$ cat src/rtl/logic_unit_arbiter_if.sv
// rtl/logic_unit_arbiter_if.sv - request/result bundle between requesters, arbiter and consumer
interface logic_unit_arbiter_if #(
    parameter int N_REQ = 4,
    parameter int WIDTH = 8,
    parameter int ID_W  = $clog2(N_REQ)
);
    logic [N_REQ-1:0]       req_i;
    logic [N_REQ-1:0]       op_i;
    logic [N_REQ*WIDTH-1:0] a_i;
    logic [N_REQ*WIDTH-1:0] b_i;
    logic [N_REQ-1:0]       gnt_o;
    logic                   res_valid_o;
    logic                   res_ready_i;
    logic [ID_W-1:0]        res_id_o;
    logic [WIDTH-1:0]       res_c_o;
    logic [WIDTH-1:0]       res_d_o;

    modport slave (
        input  req_i, op_i, a_i, b_i, res_ready_i,
        output gnt_o, res_valid_o, res_id_o, res_c_o, res_d_o
    );

    modport master (
        output req_i, op_i, a_i, b_i, res_ready_i,
        input  gnt_o, res_valid_o, res_id_o, res_c_o, res_d_o
    );
endinterface

$ cat src/rtl/logic_unit_arbiter.sv
// rtl/logic_unit_arbiter.sv - round-robin sharing of one AND/OR logic unit with a registered result slot
module logic_unit_arbiter #(
    parameter int N_REQ = 4,
    parameter int WIDTH = 8,
    parameter int ID_W  = $clog2(N_REQ)
) (
    input  logic                   clk,
    input  logic                   rst_n,
    logic_unit_arbiter_if.slave    bus
);
    typedef enum logic {EMPTY = 1'b0, FULL = 1'b1} slot_e;

    slot_e            slot_q, slot_d;
    logic [ID_W-1:0]  ptr_q, ptr_d;
    logic [ID_W-1:0]  id_q, id_d;
    logic [WIDTH-1:0] c_q, c_d;
    logic [WIDTH-1:0] d_q, d_d;

    logic             found;
    logic             issue;
    logic [ID_W-1:0]  win_id;
    logic             op_sel;
    logic [WIDTH-1:0] a_sel;
    logic [WIDTH-1:0] b_sel;
    int               idx;

    // First requester at or after ptr, wrapping modulo N_REQ.
    always_comb begin
        found  = 1'b0;
        win_id = '0;
        op_sel = 1'b0;
        a_sel  = '0;
        b_sel  = '0;
        idx    = 0;
        for (int i = 0; i < N_REQ; i++) begin
            idx = int'(ptr_q) + i;
            if (idx >= N_REQ) idx = idx - N_REQ;
            if (!found && bus.req_i[idx]) begin
                found  = 1'b1;
                win_id = ID_W'(idx);
                op_sel = bus.op_i[idx];
                a_sel  = bus.a_i[idx*WIDTH +: WIDTH];
                b_sel  = bus.b_i[idx*WIDTH +: WIDTH];
            end
        end
    end

    always_comb begin
        slot_d = slot_q;
        ptr_d  = ptr_q;
        id_d   = id_q;
        c_d    = c_q;
        d_d    = d_q;
        issue  = rst_n && found && (slot_q == EMPTY || bus.res_ready_i);
        bus.gnt_o = '0;
        if (issue) begin
            bus.gnt_o[win_id] = 1'b1;
            slot_d = FULL;
            id_d   = win_id;
            c_d    = op_sel ? (a_sel | b_sel) : (a_sel & b_sel);
            d_d    = a_sel | b_sel;
            ptr_d  = (win_id == ID_W'(N_REQ - 1)) ? '0 : win_id + 1'b1;
        end else if (slot_q == FULL && bus.res_ready_i) begin
            slot_d = EMPTY;
        end
    end

    always_ff @(posedge clk or negedge rst_n) begin
        if (!rst_n) begin
            slot_q <= EMPTY;
            ptr_q  <= '0;
            id_q   <= '0;
            c_q    <= '0;
            d_q    <= '0;
        end else begin
            slot_q <= slot_d;
            ptr_q  <= ptr_d;
            id_q   <= id_d;
            c_q    <= c_d;
            d_q    <= d_d;
        end
    end

    assign bus.res_valid_o = (slot_q == FULL);
    assign bus.res_id_o    = id_q;
    assign bus.res_c_o     = c_q;
    assign bus.res_d_o     = d_q;
endmodule

$ cat src/flat_wrapper.sv
// flat-port wrapper written by rule: the top's interface ports become plain ports
module logic_unit_arbiter_flat 
#(
    parameter int N_REQ = 4,
    parameter int WIDTH = 8,
    parameter int ID_W  = $clog2(N_REQ)
)
  (clk, rst_n, bus_req_i, bus_op_i, bus_a_i, bus_b_i, bus_res_ready_i, bus_gnt_o, bus_res_valid_o, bus_res_id_o, bus_res_c_o, bus_res_d_o);
  logic_unit_arbiter_if #(.N_REQ(N_REQ), .WIDTH(WIDTH), .ID_W(ID_W)) bus_i ();
  input  logic clk;
  input  logic rst_n;
  input wire logic [$bits(bus_i.req_i)-1:0] bus_req_i;
  input wire logic [$bits(bus_i.op_i)-1:0] bus_op_i;
  input wire logic [$bits(bus_i.a_i)-1:0] bus_a_i;
  input wire logic [$bits(bus_i.b_i)-1:0] bus_b_i;
  input wire logic [$bits(bus_i.res_ready_i)-1:0] bus_res_ready_i;
  output wire logic [$bits(bus_i.gnt_o)-1:0] bus_gnt_o;
  output wire logic [$bits(bus_i.res_valid_o)-1:0] bus_res_valid_o;
  output wire logic [$bits(bus_i.res_id_o)-1:0] bus_res_id_o;
  output wire logic [$bits(bus_i.res_c_o)-1:0] bus_res_c_o;
  output wire logic [$bits(bus_i.res_d_o)-1:0] bus_res_d_o;
  assign bus_i.req_i = bus_req_i;
  assign bus_i.op_i = bus_op_i;
  assign bus_i.a_i = bus_a_i;
  assign bus_i.b_i = bus_b_i;
  assign bus_i.res_ready_i = bus_res_ready_i;
  assign bus_gnt_o = bus_i.gnt_o;
  assign bus_res_valid_o = bus_i.res_valid_o;
  assign bus_res_id_o = bus_i.res_id_o;
  assign bus_res_c_o = bus_i.res_c_o;
  assign bus_res_d_o = bus_i.res_d_o;
  logic_unit_arbiter #(.N_REQ(N_REQ), .WIDTH(WIDTH), .ID_W(ID_W)) u_core (.clk(clk), .rst_n(rst_n), .bus(bus_i));
endmodule
$ cat config.mk
export PLATFORM = sky130hd
export DESIGN_NAME = logic_unit_arbiter_flat
export DESIGN_NICKNAME = d
export VERILOG_FILES = /design/src/rtl/logic_unit_arbiter_if.sv /design/src/rtl/logic_unit_arbiter.sv /design/src/flat_wrapper.sv
export SDC_FILE = /design/constraint.sdc
export NUM_CORES = 1
export LEC_CHECK = 0
export BUFFER_PORTS_ARGS = -buffer_cell sky130_fd_sc_hd__buf_2
export CORE_ASPECT_RATIO = 0.7
export CORE_UTILIZATION = 45
export CTS_CLUSTER_SIZE = 16
export DETAILED_ROUTE_END_ITERATION = 10
export PLACE_DENSITY = 0.7
export SLEW_MARGIN = 20
export SYNTH_ARGS = -nofsm -noshare
export SYNTH_HDL_FRONTEND = slang
export SYNTH_SLANG_ARGS = --single-unit
$ cat constraint.sdc
create_clock -name clk -period 6.3 [get_ports clk]
set_input_delay 0.945 -clock clk [delete_from_list [all_inputs] [get_ports clk]]
set_output_delay 0.945 -clock clk [all_outputs]
set_load 0.05 [all_outputs]
* Word-level counts from Yosys, hierarchy flattened
Index checks and enable logic that the tools add are counted.
Word-level totals: register bits 21, bits of input ports 75, logic and storage cells 102
Operators by class: $add $sub $neg 8, $lt $le $gt $ge 10, equal/unequal tests 1, shift operators 8, mux-type cells 55, bitwise logic cells 3, reduce and logical (&&, ||, !) cells 12
Operators with widths (count):
- variable part select 32 x 32 -> 8 bit | 8
- less-than comparator 32 x 4 -> 1 bit (second input constant) | 4
- two-way mux 32 bit | 4
- greater-or-equal comparator 32 x 4 -> 1 bit (second input constant) | 3
- subtractor 32 x 4 -> 32 bit (second input constant) | 3
- two-way mux 8 bit | 9
- two-way mux 1 bit | 27
- binary-select mux 1 bit (select 2 bit) | 8
- two-way mux 2 bit | 5
- AND 8 bit | 1
- OR 8 bit | 1
- logical AND 1 bit | 7
- adder 2 x 2 -> 3 bit (second input constant) | 2
- two-way mux 4 bit | 1
- subtractor 2 x 3 -> 4 bit (second input constant) | 1
- adder 2 x 1 -> 3 bit (second input constant) | 1
- greater-or-equal comparator 2 x 3 -> 1 bit (second input constant) | 1
- zero test 1 bit | 3
- less-than comparator 2 x 3 -> 1 bit (second input constant) | 1
- adder 2 x 1 -> 2 bit (second input constant) | 1
- demux 1 bit (select 2 bit) | 1
- equality test 2 bit (second input constant) | 1
- greater-or-equal comparator 2 x 1 -> 1 bit (second input constant) | 1
- nonzero test 2 bit | 1
- other kinds (2) | 2

* Logic depth before layout (Yosys ltp)
depth in word-level cells 20, gate-level depth with buffers 16

* Worst setup path after synthesis
OpenSTA, ideal clock, no wires.
path kind register to output, from register u_core.ptr_q[0], to output bus_gnt_o[0], arrival time 3688 ps, required time 5355 ps, path slack 1667 ps, cell stages (with the launch flop) 17, path through dfrtp_1 -> buf_6 -> buf_4 -> buf_2 -> buf_2 -> inv_1 -> ha_1 -> buf_2 -> mux4_2 -> clkbuf_1 -> clkbuf_1 -> o21ai_0 -> nor2_1 -> a21o_1 -> inv_1 -> ha_1 -> and2_1
On the way: longest elaborated chain between the ends 20, elaborated cells between the ends (all ways) 49, classes of those cells add/sub (7); order compare (6); mux (27); reduce/logical (9)
RTL lines:
- from (decl) | line logic_unit_arbiter.sv:14 | logic [ID_W-1:0] ptr_q, ptr_d;
- from (signal assigned) | line logic_unit_arbiter.sv:77 | ptr_q <= ptr_d;
- parallel branches: the longest is 14 deep, another holds subtractor 32 x 4 -> 32 bit
- two-way mux 2 bit * | line logic_unit_arbiter.sv:38 | if (!found && bus.req_i[idx]) begin
- named net u_core.win_id[0] | line logic_unit_arbiter.sv:21 | logic [ID_W-1:0] win_id;
- less-than comparator 2 x 3 -> 1 bit (not written as such) / greater-or-equal comparator 2 x 1 -> 1 bit (equally long branches) | line logic_unit_arbiter.sv:57 | bus.gnt_o[win_id] = 1'b1;
- logical AND 1 bit (not written as such) | line logic_unit_arbiter.sv:57
- two-way mux 1 bit (not written as such) | line logic_unit_arbiter.sv:57
- demux 1 bit (select 2 bit) *
- two-way mux 4 bit * | line logic_unit_arbiter.sv:56 | if (issue) begin
- to (decl) | line flat_wrapper.sv:17 | output wire logic [$bits(bus_i.gnt_o)-1:0] bus_gnt_o;
Mark *: on every way through the listed nets, which the timed path passes. The select of a mux whose other input is x is not followed.

* Final worst setup path
Same ends and word-level chain as after synthesis.

==> flow_summary.toml <==
[sta]
fmax_mhz = 195
whs_ns = 0.482
finClkSkew_ns = 0.00529
setup_viol = 0
final-hold-violation-count = 0
post-route-period-util = 0.813
grt_setup_unrepaired = "no"
min_period_ns = 5.12
final.setup.tns_ns = 0
worst_slew_margin_rel = 0.458
tightest_slew_ns = 0.813
fin_ws_ns = 1.18
drv_slew = 0

[pwr]
power_mw = 2.60
swShare = 0.537
power_density_nw_per_um2 = 620
p_int_mw = 1.20
power_frac_comb = 0.833
pwr-share-seq = 0.117
leakagePower_nw = 1.68
clock_power_share = 0.050
power.switching_mw = 1.40
ir_drop_mv = 0.381

[die]
die_w_um = 110
core_um2 = 7870
start_util = 0.465
die_h_um = 77.5
ios = 98
dieArea_um2 = 8500
fp-row-count = 27

[place]
dp_hpwl_mm = 7.72
placed_area_um2 = 4110
place.gp.congestion = 0.823
post-place-ws_ns = 1.32
port_buffers = 97

[global_routing]
antenna_found_initial = 0
grt_util_all_layers = 0.257
grt_pass1_vias = 3385
grt_max_degree = 53
grt-ovfl-total = 0
grt_pass1_wl_mm = 17.1

[synth]
syn-cell-area_um2 = 3660
mappedNetlistNets = 436
yosysWarnings = 0
netlist-cell-type-count = 42
ys_seq_area_frac = 0.144
synth_area_per_cell_um2 = 10.4
synth_ff_type = "dfrtp_1"
ys_seq_elements = 21
async_flop_share = 1.00
synth_cells = 352
synth_edf_count = 0

[critical_path]
path_max_fanout = 52
r2r-start = "u_core.ptr_q[0]"
crit_type = "flop to output port"
crit_start = "u_core.ptr_q[0]"
end_kind = "output port"
critPathLaunchType = "flop"
required_ns = 5.35
cp.arrival_ns = 4.18

[final_layout]
stdcell_area_um2 = 4190
fill_cells = 729
layout_common_cells = "buf_2 (97), mux4_2 (52), mux2i_1 (37), nor2_1 (20), dfrtp_1 (20)"
drive_above_1_share = 0.433
layout.nets = 501
num_antenna_cells = 0
area_growth_pct = 14.5
final_common_cell = "buf_2"

[drt]
via_per_inst = 6.75
drt_first_pass_iters = 5
wl_per_cell_um = 20.3
drc = 0
routed_wl_mm = 10.5
drt_iter0_drc = 323
vias = 3492
antenna_left = 0

[cts]
ctsHtreeMaxLevel = 1
insertion_delay_ns = 0.25
clk_path_buf_depth = 2
post_cts_buffers = 0
cts_tree = "done"
clk_pin_slew_ns = 0.06
cts.sinks = 21
hold_buffers = 0
cts_buffers = 3
clk_root_buffer_cell = "clkbuf_16"
cts_resized = 0

[hold_path]
hold_class = "flop to flop"
min_from = "u_core.bus.res_d_o[3]"

[status]
status = "finished clean"

[run]
max-cap-violations = 0
-- registers in the layout, indices dropped and copies added, names as in the netlist --
signal and count:
u_core.bus.res_id_o 2, u_core.bus.res_d_o 8, u_core.bus.res_valid_o 1, u_core.ptr_q 2
u_core.bus.res_c_o 8
-- cells in the mapped netlist, types with 2 or more instances --
cell type  number  share of area
mux2i_1        37           0.10
mux4_2         52           0.32
buf_2          16          0.022
a211oi_1        3         0.0062
ha_1            9          0.031
buf_1           4         0.0041
nor2b_1         3         0.0051
o22ai_1         4         0.0068
o221ai_1       10          0.024
nor3_1          4         0.0055
o211ai_2        6          0.021
mux2_2          5          0.015
o22a_1          2         0.0048
nand2b_1        9          0.015
and2_1          6          0.010
o21ai_0        11          0.015
o211a_1         7          0.019
or2b_1          2         0.0041
nor2_1         20          0.021
a311oi_1        8          0.019
a32oi_1         6          0.014
o221a_2         6          0.018
inv_1          10          0.010
nand3_1        18          0.025
buf_6           2         0.0062
a21oi_1        14          0.019
or2_2           2         0.0034
o32a_1          6          0.016
clkbuf_1       17          0.017
o21a_1          7          0.014
o31ai_1         3         0.0062
nand2_1        12          0.012
dfrtp_1        21           0.14
a221oi_2        2         0.0082
-- final cells by class --
| cell class | count | area [um2] | area share |
|---|---|---|---|
| timing repair buffer | 100 | 508 | 0.121 |
| multi-input combinational | 280 | 2910 | 0.693 |
| clock inverter | 1 | 5.00 | 0.00119 |
| sequential | 21 | 529 | 0.126 |
| tap | 101 | 126 | 0.0301 |
| clock buffer | 3 | 75.1 | 0.0179 |
| inverter | 11 | 41.3 | 0.00985 |
-- path summary, 6_finish.rpt --
kind / end / slack (ns) / depth (start not counted)
hold / removal: u_core.bus.res_d_o[3] / 0.48 / 1
hold reg to reg: u_core.bus.res_d_o[3] / 0.48 / 1
setup / recovery: bus_gnt_o[0] / 1.18 / 12
max in group asynchronous: u_core.ptr_q[0] / 5.29 / 1
setup reg to reg: u_core.bus.res_c_o[0] / 2.23 / 7
min in group asynchronous: u_core.bus.res_c_o[1] / 0.65 / 1
-- routing by layer --
layer / up-vias / routed length (um) / track usage
met5: - / 0 / 0
met4: 0 / 164 / 0.0480
met1: 1718 / 4440 / 0.368
met2: 179 / 5040 / 0.413
met3: 16 / 878 / 0.0403
li1: 1579 / - / -
-- kinds of logic (layout without fill, tap and decap cells) --
group / Yosys count / after routing / share of synthesized area
muxes: 94 / 94 / 0.437
and+or+nand+nor: 80 / 80 / 0.109
DFF: 21 / 21 / 0.144
buffers and inverters: 51 / 115 / 0.0629
AOI/OAI and AO/OA: 97 / 97 / 0.217
adders and majority gates: 9 / 9 / 0.0308
-- power groups by stage --
stage	Clock (mW)	Sequential, mW	Combinational (mW)
floorplan	0	0.420	1.62
global placement	0	0.303	2.09
detailed placement	0	0.307	2.14
CTS	0.135	0.305	2.15
global route	0.141	0.318	2.33
finish	0.131	0.303	2.17
-- metrics by stage --
| stage | cells | utilization |
|---|---|---|
| 6_report | 517 | 0.533 |
| 3_5_place_dp | 513 | 0.522 |
| 2_1_floorplan | 352 | - |
| 3_3_place_gp | 513 | 0.522 |
| 4_1_cts | 517 | 0.533 |
| 5_1_grt | 517 | 0.533 |
-- worst max-delay path, cell delays in order (launching register included) --
cell     delay [ns]
dfrtp_4        0.96
inv_1          0.17
ha_2           0.39
buf_4          0.49
mux4_2         0.40
nor2b_1        0.45
o21ai_0        0.14
nor2_1         0.11
a21o_1         0.18
inv_1          0.10
ha_1           0.19
and2_1         0.13
buf_2          0.20
Power figures use the tool's default switching activity.
